===== src/rtl/spi_slv.sv =====
// SPI mode-0 target: oversamples sck/cs/mosi and turns command/data bytes into hs_read/hs_write requests.
// Define SPI_SLV_AUTOINC_EN for burst access with auto-incrementing address.
module spi_slv #(
    parameter int ADDR_W      = 5,
    parameter int SYNC_STAGES = 2
) (
    input  logic              clk_i,
    input  logic              rst_ni,
    input  logic              sck_i,
    input  logic              cs_ni,
    input  logic              mosi_i,
    output logic              miso_o,
    output logic              miso_oe_o,
    output logic              hs_read_o,
    output logic              hs_write_o,
    output logic [ADDR_W-1:0] hs_addr_o,
    output logic [7:0]        hs_data_o,
    input  logic              hs_ready_i,
    input  logic [7:0]        hs_data_i,
    output logic              ovr_o
);
    typedef enum logic [2:0] {S_IDLE, S_CMD, S_WDATA, S_RDUMMY, S_RDATA} state_e;

    state_e                 state_q, state_d;
    logic [SYNC_STAGES-1:0] sck_q, cs_q, mosi_q;
    logic                   sck_rise, sck_fall, cs_sync, mosi_s;
    logic [2:0]             bit_cnt_q;
    logic [6:0]             rx_q;
    logic [7:0]             tx_q, rx_byte, tx_load;
    logic                   byte_done, load_tx, cmd_done, wr_byte, rd_byte;
    logic                   hs_read_q, hs_read_d, hs_write_q, hs_write_d;
    logic [ADDR_W-1:0]      hs_addr_q, hs_addr_d, addr_q, addr_d;
    logic [7:0]             hs_data_q, hs_data_d, rbuf_q, rbuf_d;
    logic                   rvalid_q, rvalid_d, rd_want_q, rd_want_d;
    logic                   stale_q, stale_d, ovr_q, ovr_d;
    logic                   busy, wr_go, reload;
`ifndef SPI_SLV_AUTOINC_EN
    logic                   first_q, first_d;
`endif

    // NOTE: cs synchronizer resets to 1 (deselected) so reset release never looks like a frame start.
    always_ff @(posedge clk_i or negedge rst_ni) begin
        if (!rst_ni) begin
            sck_q  <= '0;
            cs_q   <= '1;
            mosi_q <= '0;
        end else begin
            sck_q  <= {sck_q[SYNC_STAGES-2:0], sck_i};
            cs_q   <= {cs_q[SYNC_STAGES-2:0], cs_ni};
            mosi_q <= {mosi_q[SYNC_STAGES-2:0], mosi_i};
        end
    end

    assign sck_rise  = sck_q[SYNC_STAGES-2] & ~sck_q[SYNC_STAGES-1];
    assign sck_fall  = ~sck_q[SYNC_STAGES-2] & sck_q[SYNC_STAGES-1];
    assign cs_sync   = cs_q[SYNC_STAGES-1];
    assign mosi_s    = mosi_q[SYNC_STAGES-1];
    assign rx_byte   = {rx_q, mosi_s};
    assign byte_done = ~cs_sync & sck_rise & (bit_cnt_q == 3'd7);
    assign busy      = hs_read_q | hs_write_q;

    // The fall right after a byte boundary does not shift, so a freshly loaded MSB reaches the host.
    always_ff @(posedge clk_i or negedge rst_ni) begin
        if (!rst_ni) begin
            bit_cnt_q <= '0;
            rx_q      <= '0;
            tx_q      <= '0;
        end else if (cs_sync) begin
            bit_cnt_q <= '0;
            rx_q      <= '0;
            tx_q      <= '0;
        end else if (sck_rise) begin
            rx_q      <= rx_byte[6:0];
            bit_cnt_q <= bit_cnt_q + 3'd1;
            if (load_tx) tx_q <= tx_load;
        end else if (sck_fall && bit_cnt_q != 3'd0) begin
            tx_q <= {tx_q[6:0], 1'b0};
        end
    end

    always_ff @(posedge clk_i or negedge rst_ni) begin
        if (!rst_ni) state_q <= S_IDLE;
        else         state_q <= state_d;
    end

    always_comb begin
        state_d = state_q;
        if (cs_sync) begin
            state_d = S_IDLE;
        end else begin
            case (state_q)
                S_IDLE:   state_d = S_CMD;
                S_CMD:    if (byte_done) state_d = rx_byte[7] ? S_WDATA : S_RDUMMY;
                S_RDUMMY: if (byte_done) state_d = S_RDATA;
                default:  state_d = state_q;
            endcase
        end
    end

    always_comb begin
        cmd_done = 1'b0;
        wr_byte  = 1'b0;
        rd_byte  = 1'b0;
        if (byte_done) begin
            case (state_q)
                S_CMD:             cmd_done = 1'b1;
                S_WDATA:           wr_byte  = 1'b1;
                S_RDUMMY, S_RDATA: rd_byte  = 1'b1;
                default:           ;
            endcase
        end
    end

    // NOTE: every variable written here gets a default first, otherwise a latch is inferred.
    always_comb begin
        hs_read_d  = hs_read_q;
        hs_write_d = hs_write_q;
        hs_addr_d  = hs_addr_q;
        hs_data_d  = hs_data_q;
        addr_d     = addr_q;
        rbuf_d     = rbuf_q;
        rvalid_d   = rvalid_q;
        rd_want_d  = rd_want_q;
        stale_d    = stale_q;
        ovr_d      = 1'b0;
        load_tx    = 1'b0;
        tx_load    = 8'h00;
        wr_go      = 1'b0;
        reload     = 1'b0;
`ifndef SPI_SLV_AUTOINC_EN
        first_d    = first_q;
`endif
        if (busy && hs_ready_i) begin
            hs_read_d  = 1'b0;
            hs_write_d = 1'b0;
            stale_d    = 1'b0;
            if (hs_read_q && !stale_q) begin
                rbuf_d   = hs_data_i;
                rvalid_d = 1'b1;
            end
        end
        if (cs_sync) begin
            rd_want_d = 1'b0;
            rvalid_d  = 1'b0;
            // A read left in flight by an aborted frame must not feed the next frame.
            if (hs_read_q && !hs_ready_i) stale_d = 1'b1;
        end else begin
            if (cmd_done) begin
                addr_d    = rx_byte[ADDR_W-1:0];
                rd_want_d = ~rx_byte[7];
`ifndef SPI_SLV_AUTOINC_EN
                first_d   = 1'b1;
`endif
            end
            if (wr_byte) begin
`ifdef SPI_SLV_AUTOINC_EN
                wr_go  = 1'b1;
                addr_d = addr_q + ADDR_W'(1);
`else
                wr_go   = first_q;
                first_d = 1'b0;
`endif
                if (wr_go) begin
                    if (busy) begin
                        ovr_d = 1'b1;
                    end else begin
                        hs_write_d = 1'b1;
                        hs_addr_d  = addr_q;
                        hs_data_d  = rx_byte;
                    end
                end
            end
            if (rd_byte) begin
                load_tx = 1'b1;
`ifdef SPI_SLV_AUTOINC_EN
                reload    = 1'b1;
                addr_d    = addr_q + ADDR_W'(1);
                rd_want_d = 1'b1;
`else
                reload    = (state_q == S_RDUMMY);
`endif
                if (reload) begin
                    tx_load  = rvalid_q ? rbuf_q : 8'h00;
                    ovr_d    = ~rvalid_q;
                    rvalid_d = 1'b0;
                end
            end
            if (rd_want_d && !busy) begin
                hs_read_d = 1'b1;
                hs_addr_d = addr_d;
                rd_want_d = 1'b0;
            end
        end
    end

    always_ff @(posedge clk_i or negedge rst_ni) begin
        if (!rst_ni) begin
            hs_read_q  <= 1'b0;
            hs_write_q <= 1'b0;
            hs_addr_q  <= '0;
            hs_data_q  <= '0;
            addr_q     <= '0;
            rbuf_q     <= '0;
            rvalid_q   <= 1'b0;
            rd_want_q  <= 1'b0;
            stale_q    <= 1'b0;
            ovr_q      <= 1'b0;
`ifndef SPI_SLV_AUTOINC_EN
            first_q    <= 1'b0;
`endif
        end else begin
            hs_read_q  <= hs_read_d;
            hs_write_q <= hs_write_d;
            hs_addr_q  <= hs_addr_d;
            hs_data_q  <= hs_data_d;
            addr_q     <= addr_d;
            rbuf_q     <= rbuf_d;
            rvalid_q   <= rvalid_d;
            rd_want_q  <= rd_want_d;
            stale_q    <= stale_d;
            ovr_q      <= ovr_d;
`ifndef SPI_SLV_AUTOINC_EN
            first_q    <= first_d;
`endif
        end
    end

    assign miso_o     = ~cs_sync & tx_q[7];
    assign miso_oe_o  = ~cs_sync;
    assign hs_read_o  = hs_read_q;
    assign hs_write_o = hs_write_q;
    assign hs_addr_o  = hs_addr_q;
    assign hs_data_o  = hs_data_q;
    assign ovr_o      = ovr_q;
endmodule


===== config.mk =====
export PLATFORM = sky130hd
export DESIGN_NAME = spi_slv
export DESIGN_NICKNAME = d
export VERILOG_FILES = /design/src/rtl/spi_slv.sv
export SDC_FILE = /design/constraint.sdc
export NUM_CORES = 1
export LEC_CHECK = 0
export ABC_CLOCK_PERIOD_IN_PS = 5500
export BUFFER_PORTS_ARGS = -buffer_cell sky130_fd_sc_hd__buf_2
export CAP_MARGIN = 40
export CORE_UTILIZATION = 61
export CTS_CLUSTER_DIAMETER = 200
export DETAILED_ROUTE_END_ITERATION = 12
export GPL_ROUTABILITY_DRIVEN = 0
export GPL_TIMING_DRIVEN = 0
export MAX_ROUTING_LAYER = met4
export PLACE_DENSITY = 0.83
export SYNTH_ARGS = -nofsm -noshare
export SYNTH_HDL_FRONTEND = slang
export SYNTH_SLANG_ARGS = --single-unit

===== constraint.sdc =====
create_clock -name clk_i -period 5.5 [get_ports clk_i]
set_clock_uncertainty 0.1 [all_clocks]
set_input_delay 0 -clock clk_i [delete_from_list [all_inputs] [get_ports clk_i]]
set_output_delay 0 -clock clk_i [all_outputs]
set_load 0.005 [all_outputs]

==> report_table.html, run 1 <==
<table>
<tr><th>Metric</th><th>Value</th></tr>
<tr><th colspan="2">Status</th></tr>
<tr><td>Outcome</td><td>finished, final reports clean</td></tr>
<tr><th colspan="2">Finish</th></tr>
<tr><td>Fin cells</td><td>330</td></tr>
<tr><td>Final core area utilization</td><td>78.2%</td></tr>
<tr><td>Fill cell instance count of the final layout</td><td>268</td></tr>
<tr><td>Count of inserted antenna diode cells</td><td>0</td></tr>
<tr><td>Net count, final</td><td>292</td></tr>
<tr><td>Highest-count cells in the layout ignoring fill and taps</td><td>58 x sky130_fd_sc_hd__dfrtp_1, 32 x sky130_fd_sc_hd__buf_2, 25 x sky130_fd_sc_hd__nand2_1, 22 x sky130_fd_sc_hd__mux2_2, 19 x sky130_fd_sc_hd__inv_1</td></tr>
<tr><td>Commonest non-fill, non-tap cell in the layout</td><td>sky130_fd_sc_hd__dfrtp_1</td></tr>
<tr><td>Synth-to-layout area growth</td><td>20.9%</td></tr>
<tr><td>Fin area</td><td>0.00317 mm²</td></tr>
<tr><td>Ratio of cells with drive above 1 in the final layout</td><td>31.1%</td></tr>
<tr><th colspan="2">Logic synthesis</th></tr>
<tr><td>Net count of the mapped netlist</td><td>236</td></tr>
<tr><td>Register area share after synthesis</td><td>57.3%</td></tr>
<tr><td>Commonest register cell after synthesis</td><td>sky130_fd_sc_hd__dfrtp_1</td></tr>
<tr><td>Count of flip-flops with a built-in enable after synthesis</td><td>0</td></tr>
<tr><td>Post-synthesis async set-or-reset flop share</td><td>100%</td></tr>
<tr><td>Yosys warning count</td><td>0</td></tr>
<tr><td>Synth cell types</td><td>39</td></tr>
<tr><td>Post-synthesis area per instance</td><td>12.0 µm²</td></tr>
<tr><td>Mapped Area</td><td>0.00263 mm²</td></tr>
<tr><td>Count of state elements after synthesis</td><td>60</td></tr>
<tr><td>Cells after synthesis</td><td>219</td></tr>
<tr><th colspan="2">Critical path</th></tr>
<tr><td>Worst R2R Start</td><td>bit_cnt_q[0]</td></tr>
<tr><td>Critical path data arrival time</td><td>2250 ps</td></tr>
<tr><td>Sort of element at the start of the critical path</td><td>flip-flop</td></tr>
<tr><td>Worst reg-to-reg setup slack</td><td>3390 ps</td></tr>
<tr><td>Count of cells along the worst register-to-register path</td><td>7</td></tr>
<tr><td>Launching instance or port of the critical path</td><td>bit_cnt_q[0]</td></tr>
<tr><td>Required time of the critical path</td><td>5640 ps</td></tr>
<tr><td>Worst Path Class, Setup</td><td>reg -&gt; reg</td></tr>
<tr><td>Peak fanout along the critical path</td><td>10</td></tr>
<tr><td>Reg-to-Reg End</td><td>hs_addr_o[2]</td></tr>
<tr><td>Endpoint type of the worst setup path</td><td>flip-flop</td></tr>
<tr><td>Worst setup path end</td><td>hs_addr_o[2]</td></tr>
<tr><th colspan="2">Placement</th></tr>
<tr><td>Number of cells after detailed placement</td><td>301</td></tr>
<tr><td>Half-perimeter wire length after placement</td><td>3290 µm</td></tr>
<tr><td>Instance area after placement</td><td>0.00286 mm²</td></tr>
<tr><td>Input/output buffers</td><td>31</td></tr>
<tr><th colspan="2">STA</th></tr>
<tr><td>Period Utilization, post-route</td><td>38.4%</td></tr>
<tr><td>Transition at the pin with the smallest max-transition slack</td><td>545 ps</td></tr>
<tr><td>Final-layout worst hold slack</td><td>92.1 ps</td></tr>
<tr><td>Count of pins over their slew limit</td><td>0</td></tr>
<tr><td>Max-Slew Margin vs Limit</td><td>63.5%</td></tr>
<tr><td>RSZ-0062 raised after global routing</td><td>no</td></tr>
<tr><td>Final-report setup violation count</td><td>0</td></tr>
<tr><td>Final hold violations</td><td>0</td></tr>
<tr><td>Maximum achievable frequency</td><td>0.474 GHz</td></tr>
<tr><td>Period minus WS final</td><td>2110 ps</td></tr>
<tr><td>Total Negative Setup Slacks</td><td>0 ps</td></tr>
<tr><th colspan="2">Detailed routing</th></tr>
<tr><td>Via-per-instance ratio</td><td>5.48</td></tr>
<tr><td>WL final</td><td>5040 µm</td></tr>
<tr><td>Final routed DRC violation total</td><td>0</td></tr>
<tr><td>Number of routed nets with antenna violations</td><td>0</td></tr>
<tr><td>Detailed router's first-iteration violation count</td><td>90</td></tr>
<tr><td>DR pass1 iterations</td><td>4</td></tr>
<tr><td>Routed wire length per instance</td><td>15.3 µm</td></tr>
<tr><td>Total via count in the routed design</td><td>1809</td></tr>
<tr><th colspan="2">Clock network</th></tr>
<tr><td>Clock transition at path regs</td><td>60 ps</td></tr>
<tr><td>Number of CTS-inserted buffers</td><td>9</td></tr>
<tr><td>Setup Fix Bufs, Post-CTS</td><td>0</td></tr>
<tr><td>Number of hold-repair buffers added at the cts stage</td><td>13</td></tr>
<tr><td>Worst skew pair latency</td><td>330 ps</td></tr>
<tr><td>Number of gates resized after CTS</td><td>0</td></tr>
<tr><td>CTS tree</td><td>built</td></tr>
<tr><td>Sink Count</td><td>60</td></tr>
<tr><td>Clk buf depth</td><td>2</td></tr>
<tr><td>H-tree depth</td><td>3</td></tr>
<tr><td>Cell at the root of the clock tree</td><td>sky130_fd_sc_hd__clkbuf_8</td></tr>
<tr><th colspan="2">Die</th></tr>
<tr><td>Core Rows</td><td>23</td></tr>
<tr><td>Initial Utilization</td><td>64.7%</td></tr>
<tr><td>Area of the die</td><td>0.00457 mm²</td></tr>
<tr><td>Die outline height</td><td>67.6 µm</td></tr>
<tr><td>Die Wd</td><td>67.6 µm</td></tr>
<tr><td>Core region area</td><td>0.00406 mm²</td></tr>
<tr><td>I/O pin count</td><td>32</td></tr>
<tr><th colspan="2">Global routing</th></tr>
<tr><td>Overall routing resource usage</td><td>26.3%</td></tr>
<tr><td>Number of global-route vias before repair</td><td>1733</td></tr>
<tr><td>Number of antenna violations at the first check in global routing</td><td>0</td></tr>
<tr><td>Global-route congestion overflow total</td><td>0</td></tr>
<tr><td>First-pass GRT wire length</td><td>8280 µm</td></tr>
<tr><td>Maximum number of pins on one net before global-route repair</td><td>38</td></tr>
<tr><th colspan="2">Power</th></tr>
<tr><td>Peak ir drop on the vdd network</td><td>0.227 mV</td></tr>
<tr><td>Power per standard cell area</td><td>268 mW/mm²</td></tr>
<tr><td>Total leakage power</td><td>1.63 nW</td></tr>
<tr><th colspan="2">Flow run</th></tr>
<tr><td>Max_cap viols</td><td>0</td></tr>
<tr><th colspan="2">Hold path</th></tr>
<tr><td>Path class of the lowest-slack min-delay path</td><td>in -&gt; async</td></tr>
</table>
state kept, by name (all words and copies together), names as in the netlist:
name        count
addr_q          5
bit_cnt_q       3
cs_q            2
first_q         1
hs_addr_o       5
hs_data_o       8
hs_read_o       1
hs_write_o      1
mosi_q          2
ovr_o           1
rbuf_q          8
rd_want_q       1
rvalid_q        1
rx_q            7
sck_q           2
stale_q         1
state_q         3
tx_q            8
area by class of cell:
cell class,count,area [µm²],share of cell area [%]
buffer,9,57.6,1.81
clock buffer,15,176,5.56
clock inverter,1,5.00,0.158
inverter,19,71.3,2.25
multi-input combinational,131,992,31.3
sequential,60,1500,47.4
tap,50,62.6,1.97
timing repair buffer,45,305,9.62
synthesized netlist by cell type (all sizes together), types with 2 or more instances:
library cell   n  area, µm²
a21oi         18       90.1
a221oi         5       75.1
a22o           7       61.3
a31oi          3       18.8
buf            4       38.8
clkbuf         5       18.8
dfrtp         58       1450
dfstp          2       52.6
ha             3       37.5
inv           19       71.3
mux2          22        248
mux2i          8       80.1
nand2         25       93.8
nand2b         2       12.5
nand3          2       15.0
nand4          2       27.5
nor2           5       18.8
nor2b          5       31.3
o21ai          8       43.8
worst max-delay path: stages (launching register included):
cell	delay, ps
sky130_fd_sc_hd__dfrtp_1	390
sky130_fd_sc_hd__ha_1	200
sky130_fd_sc_hd__ha_1	190
sky130_fd_sc_hd__and4bb_1	210
sky130_fd_sc_hd__buf_6	140
sky130_fd_sc_hd__a41oi_1	300
sky130_fd_sc_hd__a21boi_2	180
sky130_fd_sc_hd__a221oi_2	300
report_power, final:
| group | leakage, nW | switching [mW] | total, mW | internal, mW |
|---|---|---|---|---|
| registers | 0.808 | 0.00373 | 0.450 | 0.446 |
| clock network | 0.0937 | 0.160 | 0.361 | 0.200 |
| logic | 0.728 | 0.0242 | 0.0411 | 0.0168 |
| total | 1.63 | 0.188 | 0.851 | 0.663 |
per-layer routing:
metal / global-route usage, % / vias to the layer above / part of all wire (%)
li1: - / 874 / -
met1: 34.2 / 896 / 48
met2: 39.9 / 30 / 47
met3: 7.60 / 9 / 3.6
met4: 7.98 / 0 / 1.4
met5: - / - / 0
worst min path at each step:
stage                         endpoint  slack (ps)
after global routing      hs_data_o[5]         150
after CTS                      rx_q[2]          90
after floorplan              addr_q[0]        -400
final                     hs_data_o[5]          90
after detailed placement  hs_data_o[4]         -90
after global placement         cs_q[0]           4
kinds of logic after synthesis:
| logic type | synth area share (%) |
|---|---|
| flip-flops | 57.3 |
| AND/OR/NAND/NOR | 10.4 |
| AO/OA/AOI/OAI | 13.1 |
| multiplexers | 12.5 |
| buffers and inverters | 4.91 |
| adder cells (fa/ha/maj) | 1.43 |
| XOR/XNOR | 0.334 |
per-stage QoR:
step | power [mW] | setup slack (ps)
after global routing | 0.884 | 3280
after detailed placement | 0.492 | 3410
after global placement | 0.489 | 3430
after floorplan | 0.471 | 3500
final | 0.852 | 3390
after CTS | 0.859 | 3390
Note: power is estimated with default switching activity, not from simulation.
==> run 2, diff against run 1 <==
==> config.mk (replaced) <==
export PLATFORM = sky130hd
export DESIGN_NAME = spi_slv
export DESIGN_NICKNAME = d
export VERILOG_FILES = /design/src/rtl/spi_slv.sv
export SDC_FILE = /design/constraint.sdc
export NUM_CORES = 1
export LEC_CHECK = 0
export ABC_CLOCK_PERIOD_IN_PS = 1900
export BUFFER_PORTS_ARGS = -buffer_cell sky130_fd_sc_hd__buf_2
export CAP_MARGIN = 40
export CORE_UTILIZATION = 51
export CTS_CLUSTER_DIAMETER = 200
export DETAILED_ROUTE_END_ITERATION = 12
export GPL_ROUTABILITY_DRIVEN = 0
export GPL_TIMING_DRIVEN = 0
export MAX_ROUTING_LAYER = met4
export PLACE_DENSITY = 0.74
export SYNTH_ARGS = -nofsm -noshare
export SYNTH_HDL_FRONTEND = slang
export SYNTH_SLANG_ARGS = --single-unit
==> constraint.sdc (replaced) <==
create_clock -name clk_i -period 1.9 [get_ports clk_i]
set_clock_uncertainty 0.1 [all_clocks]
set_input_delay 0 -clock clk_i [delete_from_list [all_inputs] [get_ports clk_i]]
set_output_delay 0 -clock clk_i [all_outputs]
set_load 0.005 [all_outputs]
==> report_table.html, run 2 (synthesis results as in run 1) <==
<table>
<tr><th>Metric</th><th>Value</th></tr>
<tr><th colspan="2">Status</th></tr>
<tr><td>Outcome</td><td>finished, violations left</td></tr>
<tr><td>Violated checks</td><td>setup timing</td></tr>
<tr><th colspan="2">Finish</th></tr>
<tr><td>Ratio of cells with drive above 1 in the final layout</td><td>33.6% (+2.5 points)</td></tr>
<tr><td>Commonest non-fill, non-tap cell in the layout</td><td>sky130_fd_sc_hd__dfrtp_1</td></tr>
<tr><td>Net count, final</td><td>295 (+1.0%)</td></tr>
<tr><td>Highest-count cells in the layout ignoring fill and taps</td><td>58 x sky130_fd_sc_hd__dfrtp_1, 31 x sky130_fd_sc_hd__buf_2, 25 x sky130_fd_sc_hd__nand2_1, 19 x sky130_fd_sc_hd__inv_1, 18 x sky130_fd_sc_hd__a21oi_1</td></tr>
<tr><td>Fin cells</td><td>350 (+6.1%)</td></tr>
<tr><td>Synth-to-layout area growth</td><td>25.9%</td></tr>
<tr><td>Count of inserted antenna diode cells</td><td>0 (unchanged)</td></tr>
<tr><th colspan="2">Power</th></tr>
<tr><td>Total leakage power</td><td>1.68 nW (+2.8%)</td></tr>
<tr><td>Post-layout total power</td><td>2.43 mW (+190%)</td></tr>
<tr><td>Peak ir drop on the vdd network</td><td>0.410 mV (+81%)</td></tr>
<tr><td>Power per standard cell area</td><td>736 mW/mm² (+170%)</td></tr>
<tr><th colspan="2">Die</th></tr>
<tr><td>Die outline height</td><td>73.7 µm (+9.1%)</td></tr>
<tr><td>Die Wd</td><td>73.7 µm (+9.1%)</td></tr>
<tr><td>Area of the die</td><td>0.00544 mm² (+19%)</td></tr>
<tr><td>Core Rows</td><td>25 (+8.7%)</td></tr>
<tr><td>Initial Utilization</td><td>54.1% (-11 points)</td></tr>
<tr><td>I/O pin count</td><td>32 (unchanged)</td></tr>
<tr><td>Core region area</td><td>0.00485 mm² (+19%)</td></tr>
<tr><th colspan="2">STA</th></tr>
<tr><td>Final-layout worst hold slack</td><td>55.3 ps (-36.8 ps)</td></tr>
<tr><td>Final hold violations</td><td>0 (unchanged)</td></tr>
<tr><td>Count of pins over their slew limit</td><td>0 (unchanged)</td></tr>
<tr><td>Final-report setup violation count</td><td>12 (+12)</td></tr>
<tr><td>Max-Slew Margin vs Limit</td><td>64.8% (+1.3 points)</td></tr>
<tr><td>Least setup slack across all paths after layout</td><td>-48.7 ps (-3440 ps)</td></tr>
<tr><td>Period minus WS final</td><td>1950 ps (-161 ps)</td></tr>
<tr><td>Period Utilization, post-route</td><td>103% (+64 points)</td></tr>
<tr><td>Transition at the pin with the smallest max-transition slack</td><td>528 ps (-17.6 ps)</td></tr>
<tr><td>RSZ-0062 raised after global routing</td><td>yes</td></tr>
<tr><td>Maximum achievable frequency</td><td>0.513 GHz (+8.3%)</td></tr>
<tr><th colspan="2">Clock network</th></tr>
<tr><td>Sink Count</td><td>60 (unchanged)</td></tr>
<tr><td>H-tree depth</td><td>3 (unchanged)</td></tr>
<tr><td>CTS tree</td><td>built</td></tr>
<tr><td>Number of CTS-inserted buffers</td><td>9 (unchanged)</td></tr>
<tr><td>Clk buf depth</td><td>2 (unchanged)</td></tr>
<tr><td>Cell at the root of the clock tree</td><td>sky130_fd_sc_hd__clkbuf_8</td></tr>
<tr><td>Worst skew pair latency</td><td>340 ps (about the same)</td></tr>
<tr><td>Clock transition at path regs</td><td>70 ps (about the same)</td></tr>
<tr><th colspan="2">Detailed routing</th></tr>
<tr><td>Via-per-instance ratio</td><td>5.21 (-4.9%)</td></tr>
<tr><td>Detailed router's first-iteration violation count</td><td>54 (-40%)</td></tr>
<tr><td>Total via count in the routed design</td><td>1824 (+0.83%)</td></tr>
<tr><td>WL final</td><td>4950 µm (-1.9%)</td></tr>
<tr><td>Final routed DRC violation total</td><td>0 (unchanged)</td></tr>
<tr><td>DR pass1 iterations</td><td>4 (unchanged)</td></tr>
<tr><td>Number of routed nets with antenna violations</td><td>0 (unchanged)</td></tr>
<tr><td>Routed wire length per instance</td><td>14.1 µm (-7.5%)</td></tr>
<tr><th colspan="2">Critical path</th></tr>
<tr><td>Worst R2R Start</td><td>bit_cnt_q[1]</td></tr>
<tr><td>Crit path cell chain</td><td>ha_2 -&gt; ha_4 -&gt; and4bb_1 -&gt; buf_6 -&gt; and4_4 -&gt; a22o_1 -&gt; mux2_4</td></tr>
<tr><td>Worst Path Class, Setup</td><td>reg -&gt; reg</td></tr>
<tr><td>Peak fanout along the critical path</td><td>8 (-2)</td></tr>
<tr><td>Endpoint type of the worst setup path</td><td>flip-flop</td></tr>
<tr><td>Sort of element at the start of the critical path</td><td>flip-flop</td></tr>
<tr><td>Kind of cell adding the most delay to the critical path</td><td>simple AND/OR/NAND/NOR gates</td></tr>
<tr><td>Launching instance or port of the critical path</td><td>bit_cnt_q[1]</td></tr>
<tr><td>Critical path data arrival time</td><td>2070 ps (-180 ps)</td></tr>
<tr><td>Crit path buffers/inverters</td><td>1 (unchanged)</td></tr>
<tr><td>Critical path's largest stage delay</td><td>390 ps (about the same)</td></tr>
<tr><td>Required time of the critical path</td><td>2020 ps (-3620 ps)</td></tr>
<tr><td>Library cell contributing the largest single delay on the critical path</td><td>sky130_fd_sc_hd__dfrtp_1</td></tr>
<tr><th colspan="2">Global routing</th></tr>
<tr><td>Most congested layer reported by global routing</td><td>met2</td></tr>
<tr><td>Overall routing resource usage</td><td>21.9% (-4.4 points)</td></tr>
<tr><td>Global routing met1 resource utilization</td><td>27.8% (-6.4 points)</td></tr>
<tr><td>Maximum number of pins on one net before global-route repair</td><td>39 (+2.6%)</td></tr>
<tr><td>First-pass GRT wire length</td><td>8340 µm (+0.75%)</td></tr>
<tr><td>Number of global-route vias before repair</td><td>1816 (+4.8%)</td></tr>
<tr><td>Number of antenna violations at the first check in global routing</td><td>0 (unchanged)</td></tr>
<tr><td>Met2 layer usage reported by global route</td><td>32.1% (-7.7 points)</td></tr>
<tr><td>Global-route congestion overflow total</td><td>0 (unchanged)</td></tr>
<tr><td>Met3 Usage GRT</td><td>6.58% (-1.0 points)</td></tr>
<tr><th colspan="2">Flow run</th></tr>
<tr><td>Max_cap viols</td><td>0 (unchanged)</td></tr>
<tr><th colspan="2">Placement</th></tr>
<tr><td>Input/output buffers</td><td>31 (unchanged)</td></tr>
<tr><td>Half-perimeter wire length after placement</td><td>3140 µm (-4.6%)</td></tr>
<tr><td>Number of cells after detailed placement</td><td>318 (+5.6%)</td></tr>
<tr><th colspan="2">Hold path</th></tr>
<tr><td>Path class of the lowest-slack min-delay path</td><td>in -&gt; async</td></tr>
</table>
-- run 2: routing by layer --
layer | share of wire (%) | wire length (µm)
met1 | 47 | 2310
met2 | 47 | 2350
met3 | 4.1 | 203
met4 | 1.6 | 78
met5 | 0 | 0
-- run 2: through the flow --
step | setup WS [ps] | TNS (ps) | util, % | cell area, µm²
global placement | -132 | -1530 | 59.4 | 2880
floorplan | -54.7 | -513 | - | 2640
global route | -92.1 | -1120 | 68.2 | 3310
detailed placement | -151 | -1870 | 59.8 | 2900
CTS | -49.2 | -366 | 67.5 | 3270
finish | -48.7 | -323 | 68.2 | 3310
-- run 2: power by group --
group / leakage (nW) / internal (mW) / switching (mW)
logic: 0.778 / 0.0535 / 0.0737
clock network: 0.0905 / 0.541 / 0.462
registers: 0.808 / 1.29 / 0.0121
-- run 2: path summary, 6_finish.rpt --
path                       slack, ps  cells past startpoint           end
max reg2reg                      -50                      7       tx_q[3]
max in group asynchronous       1070                      3       tx_q[7]
min                               60                      2  hs_data_o[4]
max                              -50                      7       tx_q[3]
min in group clk_i               200                      2     mosi_q[0]
min reg2reg                      260                      0       cs_q[1]
-- run 2: area by class of cell --
cell class	instances	area (µm²)
fill	354	1540
sequential	60	1500
multi-input combinational	131	1080
timing repair buffer	50	355
clock buffer	14	163
tap	67	83.8
inverter	19	71.3
buffer	7	42.5
clock inverter	2	10.0
-- run 2: what timing repair did --
item / CTS / global route
hold buffers: 13 / 0
pin swaps: 3 / 8
buffers inserted: 5 / 0
resized for setup: 7 / 7
gates cloned: 0 / 0
hold endpoints to repair: 74 / 0
endpoints found under the setup margin: 15 / 24
==> run 3, diff against run 2 <==
--- a/config.mk
+++ b/config.mk
@@ -15,6 +15,7 @@
 export GPL_TIMING_DRIVEN = 0
 export MAX_ROUTING_LAYER = met4
 export PLACE_DENSITY = 0.74
+export SKIP_LAST_GASP = 1
 export SYNTH_ARGS = -nofsm -noshare
 export SYNTH_HDL_FRONTEND = slang
 export SYNTH_SLANG_ARGS = --single-unit
==> report_table.html, run 3 (synthesis results as in run 1) <==
<table>
<tr><th>Metric</th><th>Value</th></tr>
<tr><th colspan="2">Detailed routing</th></tr>
<tr><td>Via-per-instance ratio</td><td>5.19 (-0.38%)</td></tr>
<tr><td>DR pass1 iterations</td><td>4 (unchanged)</td></tr>
<tr><td>WL final</td><td>4860 µm (-1.7%)</td></tr>
<tr><td>Total via count in the routed design</td><td>1817 (-0.38%)</td></tr>
<tr><td>Number of routed nets with antenna violations</td><td>0 (unchanged)</td></tr>
<tr><td>Routed wire length per instance</td><td>13.9 µm (-1.7%)</td></tr>
<tr><td>Final routed DRC violation total</td><td>0 (unchanged)</td></tr>
<tr><td>Detailed router's first-iteration violation count</td><td>70 (+30%)</td></tr>
<tr><th colspan="2">STA</th></tr>
<tr><td>RSZ-0062 raised after global routing</td><td>yes</td></tr>
<tr><td>Period minus WS final</td><td>1940 ps (-5.70 ps)</td></tr>
<tr><td>Transition at the pin with the smallest max-transition slack</td><td>530 ps (+2.53 ps)</td></tr>
<tr><td>Total Negative Setup Slacks</td><td>-284 ps (+39.1 ps)</td></tr>
<tr><td>Max-Slew Margin vs Limit</td><td>64.7% (-0.17 points)</td></tr>
<tr><td>Final hold violations</td><td>0 (unchanged)</td></tr>
<tr><td>Final-report setup violation count</td><td>12 (unchanged)</td></tr>
<tr><td>Final-layout worst hold slack</td><td>55.7 ps (+0.354 ps)</td></tr>
<tr><td>Period Utilization, post-route</td><td>102% (-0.30 points)</td></tr>
<tr><td>Maximum achievable frequency</td><td>0.515 GHz (+0.29%)</td></tr>
<tr><td>Count of pins over their slew limit</td><td>0 (unchanged)</td></tr>
<tr><td>Least setup slack across all paths after layout</td><td>-43.0 ps (+5.70 ps)</td></tr>
<tr><th colspan="2">Critical path</th></tr>
<tr><td>Required time of the critical path</td><td>2020 ps (about the same)</td></tr>
<tr><td>Worst Path Class, Setup</td><td>reg -&gt; reg</td></tr>
<tr><td>Sort of element at the start of the critical path</td><td>flip-flop</td></tr>
<tr><td>Endpoint type of the worst setup path</td><td>flip-flop</td></tr>
<tr><td>Critical path data arrival time</td><td>2060 ps (about the same)</td></tr>
<tr><td>Peak fanout along the critical path</td><td>8 (unchanged)</td></tr>
<tr><th colspan="2">Clock network</th></tr>
<tr><td>Cell at the root of the clock tree</td><td>sky130_fd_sc_hd__clkbuf_8</td></tr>
<tr><td>CTS tree</td><td>built</td></tr>
<tr><td>Number of CTS-inserted buffers</td><td>9 (unchanged)</td></tr>
<tr><td>Sink Count</td><td>60 (unchanged)</td></tr>
<tr><td>H-tree depth</td><td>3 (unchanged)</td></tr>
<tr><td>Worst skew pair latency</td><td>340 ps (about the same)</td></tr>
<tr><td>Clock transition at path regs</td><td>70 ps (about the same)</td></tr>
<tr><td>Clk buf depth</td><td>2 (unchanged)</td></tr>
<tr><th colspan="2">Die</th></tr>
<tr><td>I/O pin count</td><td>32 (unchanged)</td></tr>
<tr><td>Core Rows</td><td>25 (unchanged)</td></tr>
<tr><td>Area of the die</td><td>0.00544 mm² (unchanged)</td></tr>
<tr><td>Die Wd</td><td>73.7 µm (unchanged)</td></tr>
<tr><td>Core region area</td><td>0.00485 mm² (unchanged)</td></tr>
<tr><td>Die outline height</td><td>73.7 µm (unchanged)</td></tr>
<tr><td>Initial Utilization</td><td>54.1% (unchanged)</td></tr>
<tr><th colspan="2">Finish</th></tr>
<tr><td>Net count, final</td><td>295 (unchanged)</td></tr>
<tr><td>Synth-to-layout area growth</td><td>25.2%</td></tr>
<tr><td>Count of inserted antenna diode cells</td><td>0 (unchanged)</td></tr>
<tr><td>Final core area utilization</td><td>67.8% (-0.39 points)</td></tr>
<tr><td>Highest-count cells in the layout ignoring fill and taps</td><td>58 x sky130_fd_sc_hd__dfrtp_1, 31 x sky130_fd_sc_hd__buf_2, 25 x sky130_fd_sc_hd__nand2_1, 20 x sky130_fd_sc_hd__mux2_2, 19 x sky130_fd_sc_hd__inv_1</td></tr>
<tr><td>Commonest non-fill, non-tap cell in the layout</td><td>sky130_fd_sc_hd__dfrtp_1</td></tr>
<tr><td>Ratio of cells with drive above 1 in the final layout</td><td>33.6% (unchanged)</td></tr>
<tr><th colspan="2">Global routing</th></tr>
<tr><td>Number of global-route vias before repair</td><td>1797 (-1.0%)</td></tr>
<tr><td>Maximum number of pins on one net before global-route repair</td><td>39 (unchanged)</td></tr>
<tr><td>First-pass GRT wire length</td><td>8230 µm (-1.3%)</td></tr>
<tr><td>Global-route congestion overflow total</td><td>0 (unchanged)</td></tr>
<tr><td>Overall routing resource usage</td><td>21.6% (-0.24 points)</td></tr>
<tr><td>Number of antenna violations at the first check in global routing</td><td>0 (unchanged)</td></tr>
<tr><th colspan="2">Status</th></tr>
<tr><td>Violated checks</td><td>setup timing</td></tr>
<tr><td>Outcome</td><td>finished, violations left</td></tr>
<tr><th colspan="2">Power</th></tr>
<tr><td>Total leakage power</td><td>1.67 nW (-0.47%)</td></tr>
<tr><td>Peak ir drop on the vdd network</td><td>0.408 mV (-0.49%)</td></tr>
<tr><td>Power per standard cell area</td><td>740 mW/mm² (+0.55%)</td></tr>
<tr><td>Post-layout total power</td><td>2.43 mW (about the same)</td></tr>
<tr><th colspan="2">Placement</th></tr>
<tr><td>Half-perimeter wire length after placement</td><td>3140 µm (unchanged)</td></tr>
<tr><td>Input/output buffers</td><td>31 (unchanged)</td></tr>
<tr><th colspan="2">Hold path</th></tr>
<tr><td>Path class of the lowest-slack min-delay path</td><td>in -&gt; async</td></tr>
<tr><th colspan="2">Flow run</th></tr>
<tr><td>Max_cap viols</td><td>0 (unchanged)</td></tr>
</table>
run 3: path summary, 6_finish.rpt:
check	depth (start not counted)	endpoint	startpoint	slack, ps
max in group asynchronous	3	tx_q[3]	rst_ni	1070
min in group clk_i	2	sck_q[0]	sck_i	200
worst max register to register	7	tx_q[3]	bit_cnt_q[1]	-40
worst max-delay path	7	tx_q[3]	bit_cnt_q[1]	-40
worst min register to register	0	cs_q[1]	cs_q[0]	260
worst min-delay path	2	hs_data_o[4]	rst_ni	60
run 3: area by class of cell:
class | instances | area (µm²)
tap | 67 | 83.8
buffer | 7 | 42.5
timing repair buffer | 50 | 355
fill | 360 | 1560
multi-input combinational | 131 | 1060
inverter | 19 | 71.3
clock buffer | 14 | 163
sequential | 60 | 1500
clock inverter | 2 | 10.0
run 3: routing by layer:
| layer | wire (µm) | vias to the layer above | global-route usage (%) |
|---|---|---|---|
| met4 | 76 | 0 | 10.3 |
| met1 | 2290 | 885 | 27.4 |
| met5 | 0 | - | - |
| li1 | - | 885 | - |
| met2 | 2290 | 39 | 31.7 |
| met3 | 199 | 8 | 6.58 |
run 3: power breakdown:
part / total, mW / switching, mW / internal [mW]
Sequential: 1.30 / 0.0122 / 1.29
Combinational: 0.124 / 0.0719 / 0.0525
Clock: 1.01 / 0.465 / 0.541
Total: 2.43 / 0.549 / 1.88
run 3: what timing repair did:
action	in CTS	in global routing
pin swaps	3	8
hold buffers	13	0
cloned	0	0
endpoints found under the hold margin	74	0
gates resized for setup	4	6
setup buffers	5	0
setup endpoints to repair	15	24
run 3: through the flow:
step	setup slack [ps]	instances	instance area (µm²)
after floorplan	-54.7	219	2640
after global routing	-88.0	350	3290
after global placement	-132	317	2880
after detailed placement	-151	318	2900
final	-43.0	350	3290
after CTS	-49.2	350	3260
run 3: critical path, cell delays in order (launching register included):
cell and delay [ps]:
sky130_fd_sc_hd__dfrtp_1 390, sky130_fd_sc_hd__ha_2 200, sky130_fd_sc_hd__ha_4 150, sky130_fd_sc_hd__and4bb_1 200, sky130_fd_sc_hd__buf_6 150, sky130_fd_sc_hd__and4_4 200
sky130_fd_sc_hd__a22o_1 180, sky130_fd_sc_hd__mux2_2 260
